[src/rtl/sumsq_pkg.sv]
// Shared state encoding and width helpers for the sum-of-squares unit.
package sumsq_pkg;

    typedef enum logic [1:0] {
        IDLE = 2'd0,
        SQ_A = 2'd1,
        SQ_B = 2'd2,
        DONE = 2'd3
    } state_t;

    localparam int LEN_DEFAULT = 16;

    // Operand width: half the radicand width.
    function automatic int rlen_of(input int len);
        return len / 2;
    endfunction

    // Accumulator width: one guard bit above the radicand so the sum never wraps.
    function automatic int acc_w_of(input int len);
        return len + 1;
    endfunction

    // Step counter width, never narrower than one bit.
    function automatic int cnt_w_of(input int len);
        return (len / 2 > 1) ? $clog2(len / 2) : 1;
    endfunction

endpackage

[src/rtl/sumsq_step.sv]
// One shift-add squaring step: adds op<<k to the accumulator when op[k] is set.
module sumsq_step
    import sumsq_pkg::*;
#(
    parameter int LEN = LEN_DEFAULT
)
(
    input  logic [acc_w_of(LEN)-1:0] acc,
    input  logic [rlen_of(LEN)-1:0]  op,
    input  logic [cnt_w_of(LEN)-1:0] k,
    output logic [acc_w_of(LEN)-1:0] acc_next
);

    localparam int AW = acc_w_of(LEN);

    logic [AW-1:0] op_ext;
    logic [AW-1:0] pp;

    // Partial product for bit k of the operand, added into the running sum
    always_comb begin
        op_ext   = AW'(op);
        pp       = op[k] ? (op_ext << k) : '0;
        acc_next = acc + pp;
    end

endmodule

[src/rtl/sumsq_seq.sv]
// Sequential A^2 + B^2 with saturation, one partial product per cycle,
// valid/ready handshakes on both sides.
module sumsq_seq
    import sumsq_pkg::*;
#(
    parameter int LEN = LEN_DEFAULT
)
(
    input  logic                     clk,
    input  logic                     rst_n,
    input  logic                     in_valid,
    output logic                     in_ready,
    input  logic [rlen_of(LEN)-1:0]  a,
    input  logic [rlen_of(LEN)-1:0]  b,
    output logic                     out_valid,
    input  logic                     out_ready,
    output logic [LEN-1:0]           s,
    output logic                     ovf
);

    localparam int RLEN = rlen_of(LEN);
    localparam int AW   = acc_w_of(LEN);
    localparam int CW   = cnt_w_of(LEN);
    localparam logic [CW-1:0] K_LAST = CW'(RLEN - 1);

    state_t          state;
    state_t          state_next;
    logic [RLEN-1:0] op_a;
    logic [RLEN-1:0] op_b;
    logic [RLEN-1:0] op_cur;
    logic [CW-1:0]   k;
    logic [AW-1:0]   acc;
    logic [AW-1:0]   acc_next;
    logic            last_step;
    logic            accept;

    function automatic logic [LEN-1:0] saturate(input logic [AW-1:0] v);
        return v[LEN] ? {LEN{1'b1}} : v[LEN-1:0];
    endfunction

    // Ready is withheld while reset is asserted even though the state is IDLE.
    assign in_ready  = rst_n && (state == IDLE);
    assign out_valid = (state == DONE);
    assign accept    = in_valid && (state == IDLE);
    assign last_step = (k == K_LAST);
    assign op_cur    = (state == SQ_B) ? op_b : op_a;

    sumsq_step #(.LEN(LEN)) u_step (
        .acc      (acc),
        .op       (op_cur),
        .k        (k),
        .acc_next (acc_next)
    );

    // State register
    always_ff @(posedge clk or negedge rst_n) begin
        if (!rst_n) state <= IDLE;
        else        state <= state_next;
    end

    // Next-state decode
    always_comb begin
        state_next = state;
        case (state)
            IDLE:    if (accept)    state_next = SQ_A;
            SQ_A:    if (last_step) state_next = SQ_B;
            SQ_B:    if (last_step) state_next = DONE;
            DONE:    if (out_ready) state_next = IDLE;
            default: state_next = IDLE;
        endcase
    end

    // Step counter, accumulator and result registers; the result is captured
    // from the final step's sum on the edge that enters DONE
    always_ff @(posedge clk or negedge rst_n) begin
        if (!rst_n) begin
            acc <= '0;
            k   <= '0;
            s   <= '0;
            ovf <= 1'b0;
        end else begin
            case (state)
                IDLE: begin
                    if (accept) begin
                        acc <= '0;
                        k   <= '0;
                    end
                end
                SQ_A: begin
                    acc <= acc_next;
                    k   <= last_step ? '0 : k + CW'(1);
                end
                SQ_B: begin
                    acc <= acc_next;
                    if (last_step) begin
                        k   <= '0;
                        s   <= saturate(acc_next);
                        ovf <= acc_next[LEN];
                    end else begin
                        k   <= k + CW'(1);
                    end
                end
                default: ;
            endcase
        end
    end

    // Operand capture on the accept edge; later input changes are ignored
    always_ff @(posedge clk) begin
        if (accept) begin
            op_a <= a;
            op_b <= b;
        end
    end

endmodule
[config.mk]
export PLATFORM = sky130hd
export DESIGN_NAME = sumsq_seq
export DESIGN_NICKNAME = d
export VERILOG_FILES = /design/src/rtl/sumsq_pkg.sv /design/src/rtl/sumsq_step.sv /design/src/rtl/sumsq_seq.sv
export SDC_FILE = /design/constraint.sdc
export NUM_CORES = 1
export LEC_CHECK = 0
export CAP_MARGIN = 20
export CORE_AREA = 3 3 81 83
export DETAILED_ROUTE_END_ITERATION = 8
export DIE_AREA = 0 0 84 86
export GPL_ROUTABILITY_DRIVEN = 0
export PLACE_DENSITY_LB_ADDON = 0.1
export RECOVER_POWER = 25
export SLEW_MARGIN = 20
export SYNTH_ARGS = -nofsm -noshare
export SYNTH_HDL_FRONTEND = slang
export SYNTH_HIERARCHICAL = 1
export SYNTH_SLANG_ARGS = --single-unit
[constraint.sdc]
create_clock -name clk -period 6.15 [get_ports clk]
set_input_delay 0.615 -clock clk [delete_from_list [all_inputs] [get_ports clk]]
set_output_delay 0.615 -clock clk [all_outputs]
set_load 0.01 [all_outputs]
==> results.md <==
* Status: finished, violations left
* Violated checks: max-capacitance violations, max-slew violations
* Setup TNS at 0 ns
* Slew Limit Headroom at -47.1%
* FF+latch count, synth at between 50 and 60
* Post-detail-place hpwl at a little under 5 mm
* Post-CTS Setup Inserts at 0
* CTS H-tree depth at 2
* First-pass GRT wire length at between 10 and 15 mm
* Final wirelength at 6.60 mm
* Commonest non-fill, non-tap cell in the layout: nor2_1
* Reg power frac at about 28%
* Finished Layout Cells at 421
* Boundary Pins at 39
* Register area at ~1500 um^2
* Placed cells at slightly above 400
* WHS at just over 0.5 ns
* Hold buffers post-CTS at 0
* Synth Cell Area at around 3300 um^2
* Clock transition at path regs at roughly 0.09 ns
* CTS tree: yes
* Diode count at 0
* Ys async rst share at a little under three quarters
* CP Data Required Time at about 6.4 ns
* Yosys warning count at 6
* Filler cells at roughly 510
* Post-CTS Resized at 0
* Via Count at between 2k and 2.5k
* Worst setup SP type: register
* Slowest stage delay, CP at 0.59 ns
* Internal cell power at roughly 0.0013 W
* Grt peak-use layer: met2
* Slew @ Worst Pin at about 2.2 ns
* CP endpoint kind: register
* CP max stage cell: xor2_2
* Port Buf Inserts at 38
* Clock latency on the worst-skew pair at slightly above 0.3 ns
* Footprint of the multi-input gates at between 1500 and 2000 um^2
* Worst Path Arrival at between 5 and 6 ns
* Net switching share of the total power at between 40% and 50%
* Clock power share at 9.0%
* Cts bufs inserted at 5
* Fraction of layout cells with a size suffix above 1 at 13.6%
* Largest net degree at the start of global routing at 41
* Met1 Track Usage GR at 28.6%
* Fin util at between 60 and 70%
* Most frequent cells in the layout: 56 x nor2_1, 39 x dfrtp_1, 34 x a21oi_1
* Register area share after synthesis at between 40% and 50%
* RSZ-0062 raised after global routing: false
* EDFF count, synth at 16
* Setup violators final at 0
* Row count at 28
* Die Ht at around 86 um
* Maximum clock frequency at ~210 MHz
* Setup skew after layout at between 0.005 and 0.006 ns
* Switch Pwr at roughly 0.001 W
* Initial DRC Count at about 120
* Via/cell ratio at about 5.7
* Die area at a little over 7000 um^2
* Crit path time final at 4.78 ns
* Post-synth top flop: dfrtp_1
* Total grt overflow at 0
* Vias in the first global route at 2359
* Drt pass-1 iters at 4
* Antenna violations before repair at 0
* Synthesized Nets at 359
* Starting Density at a little under three fifths
* Max VDD drop at between 0.3 and 0.4 mV
* WL/cell at 15.7 um
* Final Hold Vio Count at 0
* Cell Pwr Density at between 600 and 700 nW/um^2
* Clk sinks at 55
* Core Region at a little under 6000 um^2
* Area added between synthesis and finish at 14.1%
* NumNets Final at slightly below 400
* Grt met3 use at slightly below 4%
* Cells after Synth at between 300 and 400
* Crit Path Class: register to register
* Gate power share at roughly 63%
* Worst-path fanout max at 18
* Pleak at between 1.5 and 2 nW
* Total GRT Usage at about a fifth
* Post-route DRC at 0
* Final max-slew violation count at ~40
* Mapped Avg Cell Area at 10.4 um^2
* Number of distinct library cells after synthesis at roughly 50
* Pre-CTS WS at about 1.4 ns
* Crit-path cells: inv_1 -> ha_1 -> mux2_2 -> mux4_2 -> nand2_1 -> and2_1 -> nor2_1 -> ha_1 -> a21o_1 -> a221oi_2 -> o21ai_2 -> a21oi_2 -> o32ai_2 -> xor2_2 -> nor2_1 -> a21oi_1
* Post-DRT Antenna Nets at 0
* Die span in x at around 84 um
* Met2 Use GR at slightly above 30%
* Final critical-path setup slack at between 1 and 1.5 ns
* Tightest Hold Check Type: register to register
* Clock tree buffer depth at 2
* Max Cap Viol at 1
* Tcrit/Tclk final at approximately 80%
* CTS root buf: clkbuf_8
[kinds of logic (layout without fill, tap and decap cells)]
group	Yosys count	count (layout)	synth area share (%)
compound gates	87	87	18.7
xor+xnor	15	15	3.99
simple gates	89	89	11.9
fa+ha+maj	23	23	8.96
mux	23	23	8.28
buf+inv	24	54	4.02
flops	55	55	44.2
[stage by stage]
stage               power [W]  cell area [um^2]
floorplan             0.00173              3300
global placement      0.00203              3670
detailed placement    0.00206              3670
CTS                   0.00227              3760
global route          0.00247              3760
finish                0.00227              3760
[power groups by stage]
stage          sequential (W)  clock [W]  combinational [W]
3_5_place_dp         0.000640          0            0.00142
4_1_cts              0.000638   0.000209            0.00143
6_report             0.000638   0.000203            0.00142
3_3_place_gp         0.000642          0            0.00139
5_1_grt              0.000659   0.000223            0.00158
2_1_floorplan        0.000622          0            0.00111
[cell type report]
cell class / instances / area share (%)
sequential: 55 / 38.7
clock inverter: 2 / 0.300
tap: 75 / 2.50
clock buffer: 6 / 2.03
timing repair buffer: 39 / 10.1
multi-input combinational: 237 / 45.6
inverter: 7 / 0.699
[synthesized netlist by cell type, types with 4 or more instances]
master | number | area, um^2
a21o_1 | 4 | 30.0
nand2_1 | 14 | 52.6
xnor2_1 | 11 | 96.3
o21ai_0 | 7 | 35.0
clkbuf_1 | 4 | 15.0
xor2_1 | 4 | 35.0
edfxtp_1 | 16 | 480
inv_1 | 7 | 26.3
buf_2 | 7 | 35.0
nor2_1 | 56 | 210
a22o_1 | 10 | 87.6
mux2_2 | 14 | 158
a21oi_1 | 34 | 170
mux2i_1 | 7 | 70.1
a22o_2 | 9 | 90.1
dfrtp_1 | 39 | 976
ha_1 | 22 | 275
[worst max-delay path, delay by kind of cell (launching register included)]
kind	cells	cell delay (ns)
xor+xnor	1	0.59
flops	1	0.41
buf+inv	1	0.13
mux	2	0.92
simple gates	4	0.55
compound gates	6	1.28
fa+ha+maj	2	0.81
[metal layers]
layer	share of wire (%)	up-vias	routed length (um)
met5	0	-	0
met2	43	56	2860
met4	1.0	0	67
met3	4.7	7	312
li1	-	1197	-
met1	51	1124	3360
[final timing paths]
| kind | from | end | slack [ns] | cells after the start |
|---|---|---|---|---|
| hold reg to reg | ovf | ovf | 0.52 | 1 |
| setup reg to reg | state[0] | s[2] | 1.37 | 16 |
| max in group asynchronous | rst_n | state[0] | 3.95 | 1 |
| hold / removal | ovf | ovf | 0.52 | 1 |
| setup / recovery | state[0] | s[2] | 1.37 | 16 |
| min in group asynchronous | rst_n | acc[13] | 0.94 | 1 |
[registers in the layout, indices dropped and copies added (netlist names)]
signal	flops
op_a	8
state	2
acc	17
op_b	8
k	3
s	16
ovf	1
Note: power is estimated with default switching activity, not from simulation.
